<file path="config.mk">
export PLATFORM = sky130hd
export DESIGN_NAME = mem_arbiter_flat
export DESIGN_NICKNAME = d
export VERILOG_FILES = /design/src/rtl/mem_arbiter_if.sv /design/src/rtl/mem_arbiter.sv /design/src/flat_wrapper.sv
export SDC_FILE = /design/constraint.sdc
export NUM_CORES = 1
export LEC_CHECK = 0
export CAP_MARGIN = 0
export CORE_MARGIN = 5
export CORE_UTILIZATION = 22
export CTS_CLUSTER_DIAMETER = 150
export DETAILED_ROUTE_END_ITERATION = 8
export PLACE_DENSITY = 0.77
export REMOVE_ABC_BUFFERS = 1
export SLEW_MARGIN = 20
export SYNTH_ARGS = -nofsm -noshare
export SYNTH_HDL_FRONTEND = slang
export SYNTH_SLANG_ARGS = --single-unit
</file>
<file path="constraint.sdc">
create_clock -name clk -period 2.65 [get_ports clk]
set_input_delay 0.3975 -clock clk [delete_from_list [all_inputs] [get_ports clk]]
set_output_delay 0.3975 -clock clk [all_outputs]
set_load 0.03 [all_outputs]
</file>
<file path="src/rtl/mem_arbiter_if.sv">
// Two-requester memory arbiter bus: instruction cache (r0), data cache (r1)
// and the four-bank memory side. The slave modport is the arbiter's view.
interface mem_arbiter_if;
  logic [15:0] r0_addr, r0_data_in, r0_data_out;
  logic        r0_rd, r0_wr, r0_lock, r0_grant, r0_stall, r0_rvalid, r0_err;
  logic [15:0] r1_addr, r1_data_in, r1_data_out;
  logic        r1_rd, r1_wr, r1_lock, r1_grant, r1_stall, r1_rvalid, r1_err;
  logic [15:0] m_addr, m_data_in, m_data_out;
  logic        m_rd, m_wr, m_stall, m_err;

  modport slave (
    input  r0_addr, r0_data_in, r0_rd, r0_wr, r0_lock,
    input  r1_addr, r1_data_in, r1_rd, r1_wr, r1_lock,
    input  m_data_out, m_stall, m_err,
    output r0_grant, r0_stall, r0_data_out, r0_rvalid, r0_err,
    output r1_grant, r1_stall, r1_data_out, r1_rvalid, r1_err,
    output m_addr, m_data_in, m_rd, m_wr
  );

  modport master (
    output r0_addr, r0_data_in, r0_rd, r0_wr, r0_lock,
    output r1_addr, r1_data_in, r1_rd, r1_wr, r1_lock,
    output m_data_out, m_stall, m_err,
    input  r0_grant, r0_stall, r0_data_out, r0_rvalid, r0_err,
    input  r1_grant, r1_stall, r1_data_out, r1_rvalid, r1_err,
    input  m_addr, m_data_in, m_rd, m_wr
  );
endinterface

</file>
<file path="src/rtl/mem_arbiter.sv">
// Two-port memory arbiter with burst lock and RD_LAT-deep read-return tracking.
// Define MEM_ARB_RR_EN for round-robin tie-break; default is fixed priority to port 1.
module mem_arbiter #(
  parameter int unsigned RD_LAT = 2
) (
  input  logic         clk,
  input  logic         rst,
  mem_arbiter_if.slave bus
);
  localparam logic [1:0] S_IDLE = 2'd0;
  localparam logic [1:0] S_OWN0 = 2'd1;
  localparam logic [1:0] S_OWN1 = 2'd2;

  logic [1:0]        r_state;
  logic [RD_LAT-1:0] r_vld;
  logic [RD_LAT-1:0] r_id;

  logic w_req0, w_req1, w_ill0, w_ill1;
  logic w_win, w_tie_win, w_gnt0, w_gnt1, w_any;
  logic w_rd_g, w_wr_g, w_ill_g, w_lock_g, w_acc, w_rd_acc;
  logic w_busy0, w_busy1, w_rv;
  logic [15:0] w_addr_g, w_din_g;

  assign w_req0 = bus.r0_rd | bus.r0_wr;
  assign w_req1 = bus.r1_rd | bus.r1_wr;
  assign w_ill0 = bus.r0_rd & bus.r0_wr;
  assign w_ill1 = bus.r1_rd & bus.r1_wr;

`ifdef MEM_ARB_RR_EN
  logic r_last;
  assign w_tie_win = ~r_last;
  always_ff @(posedge clk) begin
    if (rst)                    r_last <= 1'b1;
    else if (w_acc && !w_ill_g) r_last <= w_win;
  end
`else
  assign w_tie_win = 1'b1;
`endif

  always_comb begin
    w_win = 1'b0;
    case (r_state)
      S_OWN0:  w_win = 1'b0;
      S_OWN1:  w_win = 1'b1;
      default: w_win = (w_req0 && w_req1) ? w_tie_win : w_req1;
    endcase
  end

  assign w_gnt0   = w_req0 & ~w_win & ~rst;
  assign w_gnt1   = w_req1 &  w_win & ~rst;
  assign w_any    = w_gnt0 | w_gnt1;
  assign w_rd_g   = w_win ? bus.r1_rd      : bus.r0_rd;
  assign w_wr_g   = w_win ? bus.r1_wr      : bus.r0_wr;
  assign w_ill_g  = w_win ? w_ill1         : w_ill0;
  assign w_lock_g = w_win ? bus.r1_lock    : bus.r0_lock;
  assign w_addr_g = w_win ? bus.r1_addr    : bus.r0_addr;
  assign w_din_g  = w_win ? bus.r1_data_in : bus.r0_data_in;
  assign w_acc    = w_any & ~bus.m_stall;
  assign w_rd_acc = w_acc & w_rd_g & ~w_ill_g;

  assign bus.m_addr    = w_any ? w_addr_g : '0;
  assign bus.m_data_in = w_any ? w_din_g  : '0;
  assign bus.m_rd      = w_any & w_rd_g & ~w_ill_g;
  assign bus.m_wr      = w_any & w_wr_g & ~w_ill_g;

  assign bus.r0_grant = w_gnt0;
  assign bus.r1_grant = w_gnt1;
  assign bus.r0_stall = w_req0 & (~w_gnt0 | bus.m_stall) & ~rst;
  assign bus.r1_stall = w_req1 & (~w_gnt1 | bus.m_stall) & ~rst;
  assign bus.r0_err   = w_gnt0 & (bus.m_err | w_ill0);
  assign bus.r1_err   = w_gnt1 & (bus.m_err | w_ill1);

  // The last stage returns its data this cycle, so it no longer pins ownership.
  always_comb begin
    w_busy0 = 1'b0;
    w_busy1 = 1'b0;
    for (int unsigned i = 0; i + 1 < RD_LAT; i++) begin
      if (r_vld[i] && !r_id[i]) w_busy0 = 1'b1;
      if (r_vld[i] &&  r_id[i]) w_busy1 = 1'b1;
    end
    if (w_rd_acc && !w_win) w_busy0 = 1'b1;
    if (w_rd_acc &&  w_win) w_busy1 = 1'b1;
  end

  always_ff @(posedge clk) begin
    if (rst) begin
      r_state <= S_IDLE;
    end else begin
      case (r_state)
        S_IDLE:  if (w_any && w_lock_g && !w_ill_g) r_state <= w_win ? S_OWN1 : S_OWN0;
        S_OWN0:  if (!bus.r0_lock && !w_busy0) r_state <= S_IDLE;
        S_OWN1:  if (!bus.r1_lock && !w_busy1) r_state <= S_IDLE;
        default: r_state <= S_IDLE;
      endcase
    end
  end

  always_ff @(posedge clk) begin
    if (rst) begin
      r_vld <= '0;
      r_id  <= '0;
    end else begin
      r_vld[0] <= w_rd_acc;
      r_id[0]  <= w_win;
      for (int unsigned i = 1; i < RD_LAT; i++) begin
        r_vld[i] <= r_vld[i-1];
        r_id[i]  <= r_id[i-1];
      end
    end
  end

  assign w_rv            = r_vld[RD_LAT-1] & ~rst;
  assign bus.r0_rvalid   = w_rv & ~r_id[RD_LAT-1];
  assign bus.r1_rvalid   = w_rv &  r_id[RD_LAT-1];
  assign bus.r0_data_out = bus.r0_rvalid ? bus.m_data_out : '0;
  assign bus.r1_data_out = bus.r1_rvalid ? bus.m_data_out : '0;
endmodule

</file>
<file path="src/flat_wrapper.sv">
// flat-port wrapper written by rule: the top's interface ports become plain ports
module mem_arbiter_flat 
#(
  parameter int unsigned RD_LAT = 2
)
  (clk, rst, bus_r0_addr, bus_r0_data_in, bus_r0_rd, bus_r0_wr, bus_r0_lock, bus_r1_addr, bus_r1_data_in, bus_r1_rd, bus_r1_wr, bus_r1_lock, bus_m_data_out, bus_m_stall, bus_m_err, bus_r0_grant, bus_r0_stall, bus_r0_data_out, bus_r0_rvalid, bus_r0_err, bus_r1_grant, bus_r1_stall, bus_r1_data_out, bus_r1_rvalid, bus_r1_err, bus_m_addr, bus_m_data_in, bus_m_rd, bus_m_wr);
  mem_arbiter_if bus_i ();
  input  logic clk;
  input  logic rst;
  input wire logic [$bits(bus_i.r0_addr)-1:0] bus_r0_addr;
  input wire logic [$bits(bus_i.r0_data_in)-1:0] bus_r0_data_in;
  input wire logic [$bits(bus_i.r0_rd)-1:0] bus_r0_rd;
  input wire logic [$bits(bus_i.r0_wr)-1:0] bus_r0_wr;
  input wire logic [$bits(bus_i.r0_lock)-1:0] bus_r0_lock;
  input wire logic [$bits(bus_i.r1_addr)-1:0] bus_r1_addr;
  input wire logic [$bits(bus_i.r1_data_in)-1:0] bus_r1_data_in;
  input wire logic [$bits(bus_i.r1_rd)-1:0] bus_r1_rd;
  input wire logic [$bits(bus_i.r1_wr)-1:0] bus_r1_wr;
  input wire logic [$bits(bus_i.r1_lock)-1:0] bus_r1_lock;
  input wire logic [$bits(bus_i.m_data_out)-1:0] bus_m_data_out;
  input wire logic [$bits(bus_i.m_stall)-1:0] bus_m_stall;
  input wire logic [$bits(bus_i.m_err)-1:0] bus_m_err;
  output wire logic [$bits(bus_i.r0_grant)-1:0] bus_r0_grant;
  output wire logic [$bits(bus_i.r0_stall)-1:0] bus_r0_stall;
  output wire logic [$bits(bus_i.r0_data_out)-1:0] bus_r0_data_out;
  output wire logic [$bits(bus_i.r0_rvalid)-1:0] bus_r0_rvalid;
  output wire logic [$bits(bus_i.r0_err)-1:0] bus_r0_err;
  output wire logic [$bits(bus_i.r1_grant)-1:0] bus_r1_grant;
  output wire logic [$bits(bus_i.r1_stall)-1:0] bus_r1_stall;
  output wire logic [$bits(bus_i.r1_data_out)-1:0] bus_r1_data_out;
  output wire logic [$bits(bus_i.r1_rvalid)-1:0] bus_r1_rvalid;
  output wire logic [$bits(bus_i.r1_err)-1:0] bus_r1_err;
  output wire logic [$bits(bus_i.m_addr)-1:0] bus_m_addr;
  output wire logic [$bits(bus_i.m_data_in)-1:0] bus_m_data_in;
  output wire logic [$bits(bus_i.m_rd)-1:0] bus_m_rd;
  output wire logic [$bits(bus_i.m_wr)-1:0] bus_m_wr;
  assign bus_i.r0_addr = bus_r0_addr;
  assign bus_i.r0_data_in = bus_r0_data_in;
  assign bus_i.r0_rd = bus_r0_rd;
  assign bus_i.r0_wr = bus_r0_wr;
  assign bus_i.r0_lock = bus_r0_lock;
  assign bus_i.r1_addr = bus_r1_addr;
  assign bus_i.r1_data_in = bus_r1_data_in;
  assign bus_i.r1_rd = bus_r1_rd;
  assign bus_i.r1_wr = bus_r1_wr;
  assign bus_i.r1_lock = bus_r1_lock;
  assign bus_i.m_data_out = bus_m_data_out;
  assign bus_i.m_stall = bus_m_stall;
  assign bus_i.m_err = bus_m_err;
  assign bus_r0_grant = bus_i.r0_grant;
  assign bus_r0_stall = bus_i.r0_stall;
  assign bus_r0_data_out = bus_i.r0_data_out;
  assign bus_r0_rvalid = bus_i.r0_rvalid;
  assign bus_r0_err = bus_i.r0_err;
  assign bus_r1_grant = bus_i.r1_grant;
  assign bus_r1_stall = bus_i.r1_stall;
  assign bus_r1_data_out = bus_i.r1_data_out;
  assign bus_r1_rvalid = bus_i.r1_rvalid;
  assign bus_r1_err = bus_i.r1_err;
  assign bus_m_addr = bus_i.m_addr;
  assign bus_m_data_in = bus_i.m_data_in;
  assign bus_m_rd = bus_i.m_rd;
  assign bus_m_wr = bus_i.m_wr;
  mem_arbiter #(.RD_LAT(RD_LAT)) u_core (.clk(clk), .rst(rst), .bus(bus_i));
endmodule
</file>
==> flow_metrics.tcl, run 1 <==
set metrics [dict create \
    syn-mean-instance-area_sq_um 5.50 \
    maxCapViolations 0 \
    root_buffer "clkbuf_8" \
    grt_pass1_vias 1930 \
    min_period_ns 2.52 \
    p_leak_uw 0.00135 \
    cp_max_fo 6 \
    hold_start "u_core.r_id[0]$_SDFF_PP0_" \
    vias 2016 \
    path_clk_slew_ns 0.04 \
    cp_cell_sequence "inv_2, ha_4, nor2b_1, a221o_1, or3_4, nor2_1, buf_4" \
    antenna_cells 0 \
    synthFlopType "dfxtp_1" \
    start_util_pct 22.9 \
    grt_antenna_before_repair 0 \
    dp_cells 445 \
    synth_top_area_share_pct 21.9 \
    nets 472 \
    slew_headroom_pct 69.2 \
    status "complete, no violations" \
    rr_worst_depth 8 \
    setup_viol 0 \
    drtAntennaViolNets 0 \
    synth-seq-cells 6 \
    p_per_area_nw_per_um2 901 \
    synth_compound_area_share_pct 23.5 \
    rsz0062_at_grt "false" \
    regToRegSetupSlack_ns 0.20 \
    dp_hpwl_mm 5.07 \
    synth_edf_count 0 \
    synthAdderAreaFrac_pct 3.17 \
    insertion_delay_ns 0.23 \
    ys_seq_area_share_pct 10.2 \
    synth-simple-area-share_pct 53.5 \
    worstSetupPathType "flop to output port" \
    syn-instance-count 215 \
    ys_types 33 \
    crit_path_top_delay_cell "or3_4" \
    yosys_warnings 0 \
    grt_pass1_wl_mm 9.75 \
    synth_top_family_by_area "simple AND/OR/NAND/NOR gates" \
    synth_area_leaders "nand2_1 (22%), and2_1 (17%), a21oi_1 (16%)" \
    yosysMostFrequentCell "nand2_1" \
    fmax_mhz 396 \
    wl_mm 6.26 \
    cts_setup_buffers 0 \
    dr.first_iter.drc_count 62 \
    synth-xor-area-share_pct 0 \
    cts_buffers 3 \
    core_area_sq_um 5170 \
    cts.sinks 6 \
    overflow 0 \
    instances_no_fill 447 \
    clk_path_buf_depth 2 \
    drive_gt1_share_pct 26.8 \
    die_h_microns 83.3 \
    chipWidth_microns 83.3 \
    track_usage_pct 16.6 \
    vdd_ir_drop_max_uv 591 \
    fin_total_pwr_uw 2620 \
    end_kind "output port" \
    htree_levels 1 \
    synth_common_cells "nand2_1 (69), a21oi_1 (38), and2_1 (32), clkbuf_1 (12), nor2_1 (11)" \
    syn2layout_area_growth_pct 146 \
    r2r_end "u_core.r_state[0]$_SDFFE_PP0P_" \
    report.final.slew_viol_count 0 \
    place_congestion 0.858 \
    row_count 26 \
    drt_pass1_iterations 4 \
    crit_required_ns 2.25 \
    min_path_cells 2 \
    via_per_inst 4.51 \
    holdCritPathClass "flop to flop" \
    cts_tree "done" \
    finalHoldViolations 0 \
    startpoint_type "flop" \
    n_fill_cell 474 \
    io_buffers 163 \
    layout_worst_path_cycle_share_pct 95.3 \
    async_flop_share_pct 0 \
    synthMuxAreaShare_pct 1.69 \
    clock_skew_ns 0.00557 \
    wire_per_inst_microns 14.0 \
    min_to "u_core.r_id[1]$_SDFF_PP0_" \
    worst_slew_pin_slew_ns 0.462 \
    grt_max_degree 33 \
    synth.cell_area_sq_um 1180 \
    dieArea_sq_um 6940 \
    io_pins 164 \
    synth_top_cell_by_area "nand2_1" \
    drc 0 \
    slowest_delay_ns 0.43 \
    arrival_ns 2.13 \
    critical_path.startpoint "u_core.r_state[0]$_SDFFE_PP0P_" \
    worstReg2RegStart "u_core.r_state[0]$_SDFFE_PP0P_" \
]
[cells by family after synthesis]
family / count (synthesis)
simple gates: 132
compound gates: 48
buf+inv: 24
flops: 6
fa+ha+maj: 3
mux: 2
[registers in the layout, indices dropped and copies added, names as in the netlist]
name and flops:
u_core.r_state 2, u_core.r_id 2, u_core.r_vld 2
[metrics by stage]
step	instance area, sq um	hold WS [ns]	setup WS (ns)	setup TNS (ns)	util [%]
floorplan	1110	0.424	-0.657	-20.20	-
global placement	2840	0.436	0.0766	0	55.0
detailed placement	2840	0.441	0.0543	0	55.0
CTS	2900	0.444	0.0351	0	56.1
global route	2910	0.478	0.00771	0	56.2
finish	2910	0.442	0.125	0	56.2
[final cells by class]
class | count | area, sq um | area share [%]
tap | 70 | 87.6 | 3.01
timing repair buffer | 178 | 1640 | 56.5
inverter | 5 | 18.8 | 0.645
clock buffer | 3 | 41.3 | 1.42
multi-input combinational | 185 | 996 | 34.3
sequential | 6 | 123 | 4.22
[routing by layer]
metal | wire length, microns | track usage, %
met5 | 0 | 0
met4 | 70 | 2.97
met3 | 359 | 3.56
met2 | 3400 | 32.7
met1 | 2430 | 18.0
[worst max-delay path by stage]
stage          cells after the start                        endpoint  slack [ns]
2_1_floorplan                      6                    bus_r0_stall       -0.66
3_3_place_gp                       7                        bus_m_wr        0.08
3_5_place_dp                       8  u_core.r_state[1]$_SDFFE_PP0P_        0.05
4_1_cts                            8                        bus_m_rd        0.04
5_1_grt                            9               bus_m_data_in[15]       0.008
6_report                           7                        bus_m_rd        0.13
[critical path: cells and delay by family (launching register included)]
family	cells	cell delay, ns
DFF	1	0.35
adders and majority gates	1	0.25
buffers and inverters	2	0.23
AOI/OAI and AO/OA	1	0.36
and+or+nand+nor	3	0.70
[where the power goes]
group	switching [uW]	internal [uW]
Combinational	1350	987
Sequential	22.4	124
Clock	39.8	97.6
Total	1410	1210
[cells in the final DEF (no fill, tap or decap), types with 2 or more instances in the layout]
master / instances
clkdlybuf4s50_1: 90
buf_4: 81
nand2_1: 69
a21oi_1: 38
and2_1: 32
nor2_1: 10
buf_12: 6
nor3_1: 4
dfxtp_1: 4
nor2b_1: 3
inv_1: 3
clkbuf_8: 3
inv_2: 2
nor4_1: 2
nand2b_1: 2
nand3b_1: 2
mux2i_1: 2
dfxtp_2: 2
[timing repair]
action	in CTS	in global routing
setup endpoints to repair	3	9
hold endpoints to repair	0	0
pin swaps	0	1
gates resized for setup	3	6
hold buffers	0	0
Power figures use the tool's default switching activity.
==> run 2: changes to the inputs <==
--- a/config.mk
+++ b/config.mk
@@ -10,6 +10,7 @@
 export CORE_UTILIZATION = 22
 export CTS_CLUSTER_DIAMETER = 150
 export DETAILED_ROUTE_END_ITERATION = 8
+export GPL_ROUTABILITY_DRIVEN = 0
 export PLACE_DENSITY = 0.77
 export REMOVE_ABC_BUFFERS = 1
 export SLEW_MARGIN = 20
==> results of run 2 <==
No change in the layout: final DEF, timing and power equal those of run 1.
==> run 3: changes to the inputs <==
--- a/config.mk
+++ b/config.mk
@@ -11,6 +11,7 @@
 export CTS_CLUSTER_DIAMETER = 150
 export DETAILED_ROUTE_END_ITERATION = 8
 export GPL_ROUTABILITY_DRIVEN = 0
+export GPL_TIMING_DRIVEN = 0
 export PLACE_DENSITY = 0.77
 export REMOVE_ABC_BUFFERS = 1
 export SLEW_MARGIN = 20
==> flow_metrics.tcl, run 3 (synthesis results as in run 1) <==
set metrics [dict create \
    status "complete, no violations" \
    grt_max_degree 33 \
    drtAntennaViolNets 0 \
    drt_pass1_iterations 4 \
    routed.top_layer "met4" \
    startpoint_type "flop" \
    layout_worst_path_cycle_share_pct 98.0 \
    via_per_inst 4.68 \
    cts_buffers 3 \
    vias 2129 \
    core_area_sq_um 5170 \
    antenna_cells 0 \
    start_util_pct 22.9 \
    finalHoldViolations 0 \
    worstSetupPathType "flop to output port" \
    overflow 0 \
    path_clk_slew_ns 0.04 \
    cts_tree "done" \
    grt_antenna_before_repair 0 \
    end_kind "output port" \
    min_period_ns 2.60 \
    clk_path_buf_depth 2 \
    min_path_cells 2 \
    clock_skew_ns 0.00346 \
    wire_per_inst_microns 15.7 \
    wl_met2_mm 3.74 \
    io_buffers 163 \
    regToRegSetupSlack_ns 0.07 \
    cp_max_fo 8 \
    worst_slew_pin_slew_ns 0.643 \
    row_count 26 \
    design_area_sq_um 3030 \
    drc 0 \
    drive_gt1_share_pct 21.3 \
    setup_viol 0 \
    slew_headroom_pct 57.1 \
    root_buffer "clkbuf_8" \
    p_per_area_nw_per_um2 932 \
    nets 480 \
    vdd_ir_drop_max_uv 560 \
    cts.sinks 6 \
    dr.first_iter.drc_count 126 \
    syn2layout_area_growth_pct 157 \
    hold_start "u_core.r_id[0]$_SDFF_PP0_" \
    report.final.slew_viol_count 0 \
    maxCapViolations 0 \
    htree_levels 1 \
    track_usage_pct 19.0 \
    insertion_delay_ns 0.22 \
    final_common_cell "clkdlybuf4s50_1" \
    fin_total_pwr_uw 2830 \
    die_h_microns 83.3 \
    worst_slack_ns 0.0540 \
    grt_pass1_vias 2081 \
    worstReg2RegStart "u_core.r_state[1]$_SDFFE_PP0P_" \
    min_to "u_core.r_id[1]$_SDFF_PP0_" \
    fmax_mhz 385 \
    chipWidth_microns 83.3 \
    instances_no_fill 455 \
    met3_length_microns 403 \
    io_pins 164 \
    dp_hpwl_mm 4.95 \
    p_leak_uw 0.00131 \
    crit_required_ns 2.25 \
    grt_pass1_wl_mm 10.9 \
    final_cell_mix "clkdlybuf4s50_1 (119), nand2_1 (69), a21oi_1 (37), and2_1 (32), clkbuf_2 (27)" \
    holdCritPathClass "flop to flop" \
    place_ws_ns -0.913 \
    wl_mm 7.14 \
    dieArea_sq_um 6940 \
    placed_cell_area_sq_um 2880 \
    rr_worst_depth 9 \
    dp_cells 431 \
    reg_top3 "u_core.r_id (2), u_core.r_state (2), u_core.r_vld (2)" \
    drt-met1-wl_mm 2.88 \
    arrival_ns 2.20 \
    r2r_end "u_core.r_state[0]$_SDFFE_PP0P_" \
]
==> run 3: cell count changes in the layout (fill, tap and decap cells not counted), sizes merged, moves of 3 or more <==
cell and change:
clkdlybuf4s15 +3, clkbuf +28, clkdlybuf4s50 +29, dlygate4sd2 +5
buf -60
==> run 3: how the worst max path moves through the flow <==
stage               slack, ns                      startpoint  cells past startpoint             to
floorplan               -0.66  u_core.r_state[0]$_SDFFE_PP0P_                      6   bus_r0_stall
global placement        -1.81                       bus_r1_rd                      6  bus_m_addr[4]
detailed placement      -0.91                       bus_r0_rd                      6       bus_m_rd
CTS                    0.0004  u_core.r_state[0]$_SDFFE_PP0P_                      7       bus_m_rd
global route           -0.004  u_core.r_state[0]$_SDFFE_PP0P_                      8  bus_m_addr[7]
finish                   0.05  u_core.r_state[1]$_SDFFE_PP0P_                      7       bus_m_rd
==> run 3: final cells by class <==
class / instances / area, sq um
inverters: 5 / 18.8
flip-flops and latches: 6 / 125
repair buffers: 183 / 1660
fillers: 489 / 2140
well taps: 70 / 87.6
clock buffers: 3 / 41.3
multi-input cells: 188 / 1100
==> run 3: repair_timing <==
item / in CTS / in global routing
setup endpoints to repair: 76 / 42
gates resized for setup: 95 / 76
pin swaps: 4 / 7
hold buffers: 0 / 0
cloned: 2 / 1
setup buffers: 12 / 6
==> run 3: report_power, final <==
| group | internal (uW) | switching, uW |
|---|---|---|
| Clock | 97.6 | 39.8 |
| Sequential | 126 | 24.4 |
| Combinational | 1040 | 1500 |
| Total | 1260 | 1560 |
==> run 3: per-layer routing <==
metal	vias to the layer above	GRT usage (%)
met5	-	0
met4	0	4.31
met3	11	3.86
met2	87	36.2
met1	976	21.3
li1	1055	-
==> run 3: stage by stage <==
stage	hold slack [ns]	TNS, ns	utilization (%)
global route	0.501	-0.00528	58.6
floorplan	0.424	-20.20	-
CTS	0.465	0	58.8
finish	0.468	0	58.6
global placement	0.436	-87.82	54.6
detailed placement	0.463	-37.56	55.6
==> run 3: critical path: stages, from the launching register on <==
cell and delay, ns:
dfxtp_4 0.35, inv_2 0.05, ha_4 0.27, nor2b_4 0.17
a221o_4 0.44, or3_4 0.46, nor2_4 0.11, buf_6 0.13
==> edit 1, RTL diff (flow settings as in run 2) <==
Add a define of `MEM_ARB_RR_EN`.
--- a/src/rtl/mem_arbiter.sv
+++ b/src/rtl/mem_arbiter.sv
@@ -1,5 +1,7 @@
 // Two-port memory arbiter with burst lock and RD_LAT-deep read-return tracking.
 // Define MEM_ARB_RR_EN for round-robin tie-break; default is fixed priority to port 1.
+`define MEM_ARB_RR_EN
+
 module mem_arbiter #(
   parameter int unsigned RD_LAT = 2
 ) (
Check against the original RTL: not equivalent (a bounded check fails within 4 cycles, from zero or initial values and one cycle with rst high).
==> edit 1 against run 2 <==
Wire length shrank 1.4%; global-route usage down 2.3 points; design area up 7.0%; worst hold slack better by 0.034 ns; die area is 16% higher; area after synthesis increased by 19%; worst setup slack got worse by 0.015 ns; final cell count grew 3.6%; highest routed layer unchanged; non-clock buffer count up 1; sequential cell count increased by 1.
Power is not compared: it rests on default switching activity, and its combinational part moved more than twofold at a synthesized area within 25%.
==> edit 1: results (changes against run 2) <==
* Result of the run: completed (unchanged)
* Fraction of final layout cells sized beyond drive strength 1 at 33.7% (was 26.8%)
* Total routed wire length on the met1 layer at 2.20 mm (was 2.43 mm)
* M2 GR Usage at 26.9% (was 32.7%)
* Core area at 6280 sq um (was 5170 sq um)
* # nets final at 480 (was 472)
* Filler cell count in the final layout at 617 (was 474)
* Cell family with the largest share of critical-path delay: buffers and inverters (was simple AND/OR/NAND/NOR gates)
* Post-Route Skew at 0.00512 ns (was 0.00557 ns)
* Instance count after placement with tap cells included at 458 (was 445)
* Total Wirelength at 6.17 mm (was 6.26 mm)
* Count of inverters other than clock inverters in the layout at 4 (was 5)
* DR WL/cell at 13.3 um (was 14.0 um)
* Clock buf/inv share at 1.45% (was 1.42%)
* Leading cell types by count after synthesis: 69 x sky130_fd_sc_hd__nand2_1, 32 x sky130_fd_sc_hd__and2_1, 30 x sky130_fd_sc_hd__a21oi_2 (was 69 x sky130_fd_sc_hd__nand2_1, 38 x sky130_fd_sc_hd__a21oi_1, 32 x sky130_fd_sc_hd__and2_1)
* Relative slew slack at 72.0% (was 69.2%)
* Mapped Avg Cell Area at 6.32 sq um (was 5.50 sq um)
* Number of multi-input combinational cells in the layout at 192 (was 185)
* Proportion of synthesized chip area in sequential cells at 9.99% (was 10.2%)
* GRT met1 Usage at 14.1% (was 18.0%)
* Leading cell types by total area after synthesis: sky130_fd_sc_hd__a21oi_2 19%, sky130_fd_sc_hd__nand2_1 18%, sky130_fd_sc_hd__and2_1 14% (was sky130_fd_sc_hd__nand2_1 22%, sky130_fd_sc_hd__and2_1 17%, sky130_fd_sc_hd__a21oi_1 16%)
* Grt met3 use at 7.10% (was 3.56%)
* Number of global-route vias before repair at 2224 (was 1930)
* Post-CTS Resized at 2 (was 3)
* CP peak stage delay at 0.48 ns (was 0.43 ns)
* Cell area reported after detailed placement at 3000 sq um (was 2840 sq um)
* Area of the multi-input gates at 1170 sq um (was 996 sq um)
* Global router's overall resource usage at 14.3% (was 16.6%)
* Post-detail-place hpwl at 5.23 mm (was 5.07 mm)
* Met3 wire length at 894 um (was 359 um)
* #FFs+latches synth at 7 (was 6)
* Flip-flop and latch area at 140 sq um (was 123 sq um)
edit 1: changes by cell type after synthesis, moves of 4 or more:
cell / change
sky130_fd_sc_hd__a21oi_1: -34
sky130_fd_sc_hd__buf_2: +4
sky130_fd_sc_hd__clkbuf_1: -5
sky130_fd_sc_hd__a21oi_2: +30
sky130_fd_sc_hd__buf_6: +4
edit 1: path summary, 6_finish.rpt:
| kind | startpoint | end | slack, ns | cells after the start |
|---|---|---|---|---|
| max | bus_r0_rd | bus_m_data_in[0] | 0.11 | 8 |
| min | u_core.r_vld[0] | u_core.r_vld[1] | 0.48 | 1 |
| max reg2reg | u_core.r_state[0] | u_core.r_state[0] | 0.46 | 8 |
| min reg2reg | u_core.r_vld[0] | u_core.r_vld[1] | 0.48 | 1 |
edit 1: cell families after synthesis:
group           after synthesis  share of synthesized area, %
compound gates               54                          31.6
xor+xnor                      2                          1.25
fa+ha+maj                     3                          2.68
buf+inv                      23                          8.92
flops                         7                          9.99
simple gates                133                          45.6
==> edit 2, RTL diff (flow settings as in run 2) <==
Made on the original files. Register the output `bus.r0_err`; this adds one clock of latency there.
--- a/src/rtl/mem_arbiter.sv
+++ b/src/rtl/mem_arbiter.sv
@@ -67,7 +67,9 @@
   assign bus.r1_grant = w_gnt1;
   assign bus.r0_stall = w_req0 & (~w_gnt0 | bus.m_stall) & ~rst;
   assign bus.r1_stall = w_req1 & (~w_gnt1 | bus.m_stall) & ~rst;
-  assign bus.r0_err   = w_gnt0 & (bus.m_err | w_ill0);
+  always_ff @(posedge clk) begin
+    bus.r0_err <= w_gnt0 & (bus.m_err | w_ill0);
+  end
   assign bus.r1_err   = w_gnt1 & (bus.m_err | w_ill1);
 
   // The last stage returns its data this cycle, so it no longer pins ownership.
Behaviour: not the same (a bounded check fails within 4 cycles, from zero or initial values and one cycle with rst high).
==> edit 2 against run 2 <==
Maximum frequency decreased by 0.18%; largest cell class unchanged; area after synthesis rose by 1.9%; sequential cell count rose by 1; synthesized cell count is 0.47% higher; count of clock-buffer cells in the layout increased by 1; power shrank 21%; worst setup slack worse by 0.0046 ns; wire length decreased by 2.8%; register-to-register slack improved by 0.05 ns; design area decreased by 0.86%; clock skew shrank 0.0023 ns; die area increased by 1.7%.
==> edit 2: results (changes against run 2) <==
* Worst vdd rail ir drop at 0.440 mV (was 0.591 mV)
* Total Wirelength at 6.09 mm (was 6.26 mm)
* Worst hold slack at 0.481 ns (was 0.442 ns)
* Logic pwr share at 85.4% (was 89.2%)
* First-iteration detailed-routing DRC count at 87 (was 62)
* End point of the worst hold path: u_core.r_vld[1] (was u_core.r_id[1])
* DR WL/cell at 13.5 um (was 14.0 um)
* Number of global-route vias before repair at 2036 (was 1930)
* Leading cell types by count after synthesis: 64 x sky130_fd_sc_hd__nand2_1, 38 x sky130_fd_sc_hd__a21oi_1, 33 x sky130_fd_sc_hd__and2_1 (was 69 x sky130_fd_sc_hd__nand2_1, 38 x sky130_fd_sc_hd__a21oi_1, 32 x sky130_fd_sc_hd__and2_1)
* Leakage power of the design at 0.00134 uW (was 0.00135 uW)
* Pwr/cell area at 715 nW/um^2 (was 901 nW/um^2)
* Fin crit share at 95.4% (was 95.3%)
* Clock buf count at 4 (was 3)
* Cell area reported after detailed placement at 2790 sq um (was 2840 sq um)
* Share of cell area taken by multi-input logic gates at 35.2% (was 34.3%)
* Distinct cell type count after synthesis at 31 (was 33)
* Max Fanout on Critical Path at 32 (was 6)
* Transition time of the tightest slew-check pin at 0.425 ns (was 0.462 ns)
* Proportion of synthesized chip area in sequential cells at 11.6% (was 10.2%)
* Category of the most critical setup path: reg -> out (unchanged)
* Global-route wire length before repair at 9.38 mm (was 9.75 mm)
* Setup slack after placement at 0.0552 ns (was 0.0543 ns)
* Number of multi-input combinational cells in the layout at 188 (was 185)
* Worst setup endpoint: bus_m_addr[5] (was bus_m_rd)
* Internal reg-to-reg setup slack at 0.25 ns (was 0.20 ns)
* Seq/total area at 4.95% (was 4.22%)
* Final sequential cell count at 7 (was 6)
* Mapped Avg Cell Area at 5.58 sq um (was 5.50 sq um)
* Fraction of final layout cells sized beyond drive strength 1 at 24.3% (was 26.8%)
* Hold path startpoint: u_core.r_vld[0] (was u_core.r_id[0])
* Post-detail-place hpwl at 5.08 mm (was 5.07 mm)
* Post-Route Skew at 0.00326 ns (was 0.00557 ns)
* Clock buf/inv share at 1.56% (was 1.42%)
* Synthesis warning total at 0 (unchanged)
* Cell family with the largest share of critical-path delay: buffers and inverters (was simple AND/OR/NAND/NOR gates)
* Filler cell count in the final layout at 566 (was 474)
* Fraction of cell area in non-clock buffers at 54.5% (was 56.5%)
* Total via count in the routed design at 2104 (was 2016)
* Post-route core utilization at 53.3% (was 56.2%)
* Maximum number of pins on one net before global-route repair at 36 (was 33)
* Global router's overall resource usage at 15.8% (was 16.6%)
* Instance count after placement with tap cells included at 445 (unchanged)
* CP peak stage delay at 0.35 ns (was 0.43 ns)
* P&R area growth vs syn at 139% (was 146%)
* Result of the run: completed (unchanged)
* P_clk at 149 uW (was 137 uW)
* Post-layout power at 2060 uW (was 2620 uW)
* Switching share of total power at 53.5% (was 53.9%)
* Post-CTS Resized at 4 (was 3)
## edit 2: changes by cell type in the layout (fill, tap and decap cells not counted), sizes merged, moves of 2 or more
cell | run 2 | this run
nand3 | 0 | 2
a211o | 0 | 2
nor2b | 3 | 8
nand2 | 69 | 64
nand4 | 0 | 2
buf | 87 | 81
o21ai | 1 | 7
nand3b | 2 | 0
a221oi | 2 | 0
a31oi | 0 | 2
mux2i | 2 | 0
nor2 | 11 | 7
## edit 2: per-layer routing
layer	GRT usage (%)	routed length, um	vias up
met5	0	0	-
met4	3.95	68	0
met3	6.32	734	6
met2	30.2	2970	124
met1	15.7	2310	930
li1	-	-	1044
## edit 2: kinds of logic after synthesis
| family | Yosys count | share of synthesized area, % |
|---|---|---|
| fa+ha+maj | 3 | 3.12 |
| compound gates | 56 | 26.2 |
| buf+inv | 21 | 6.65 |
| simple gates | 128 | 51.7 |
| flops | 7 | 11.6 |
| xor+xnor | 1 | 0.727 |
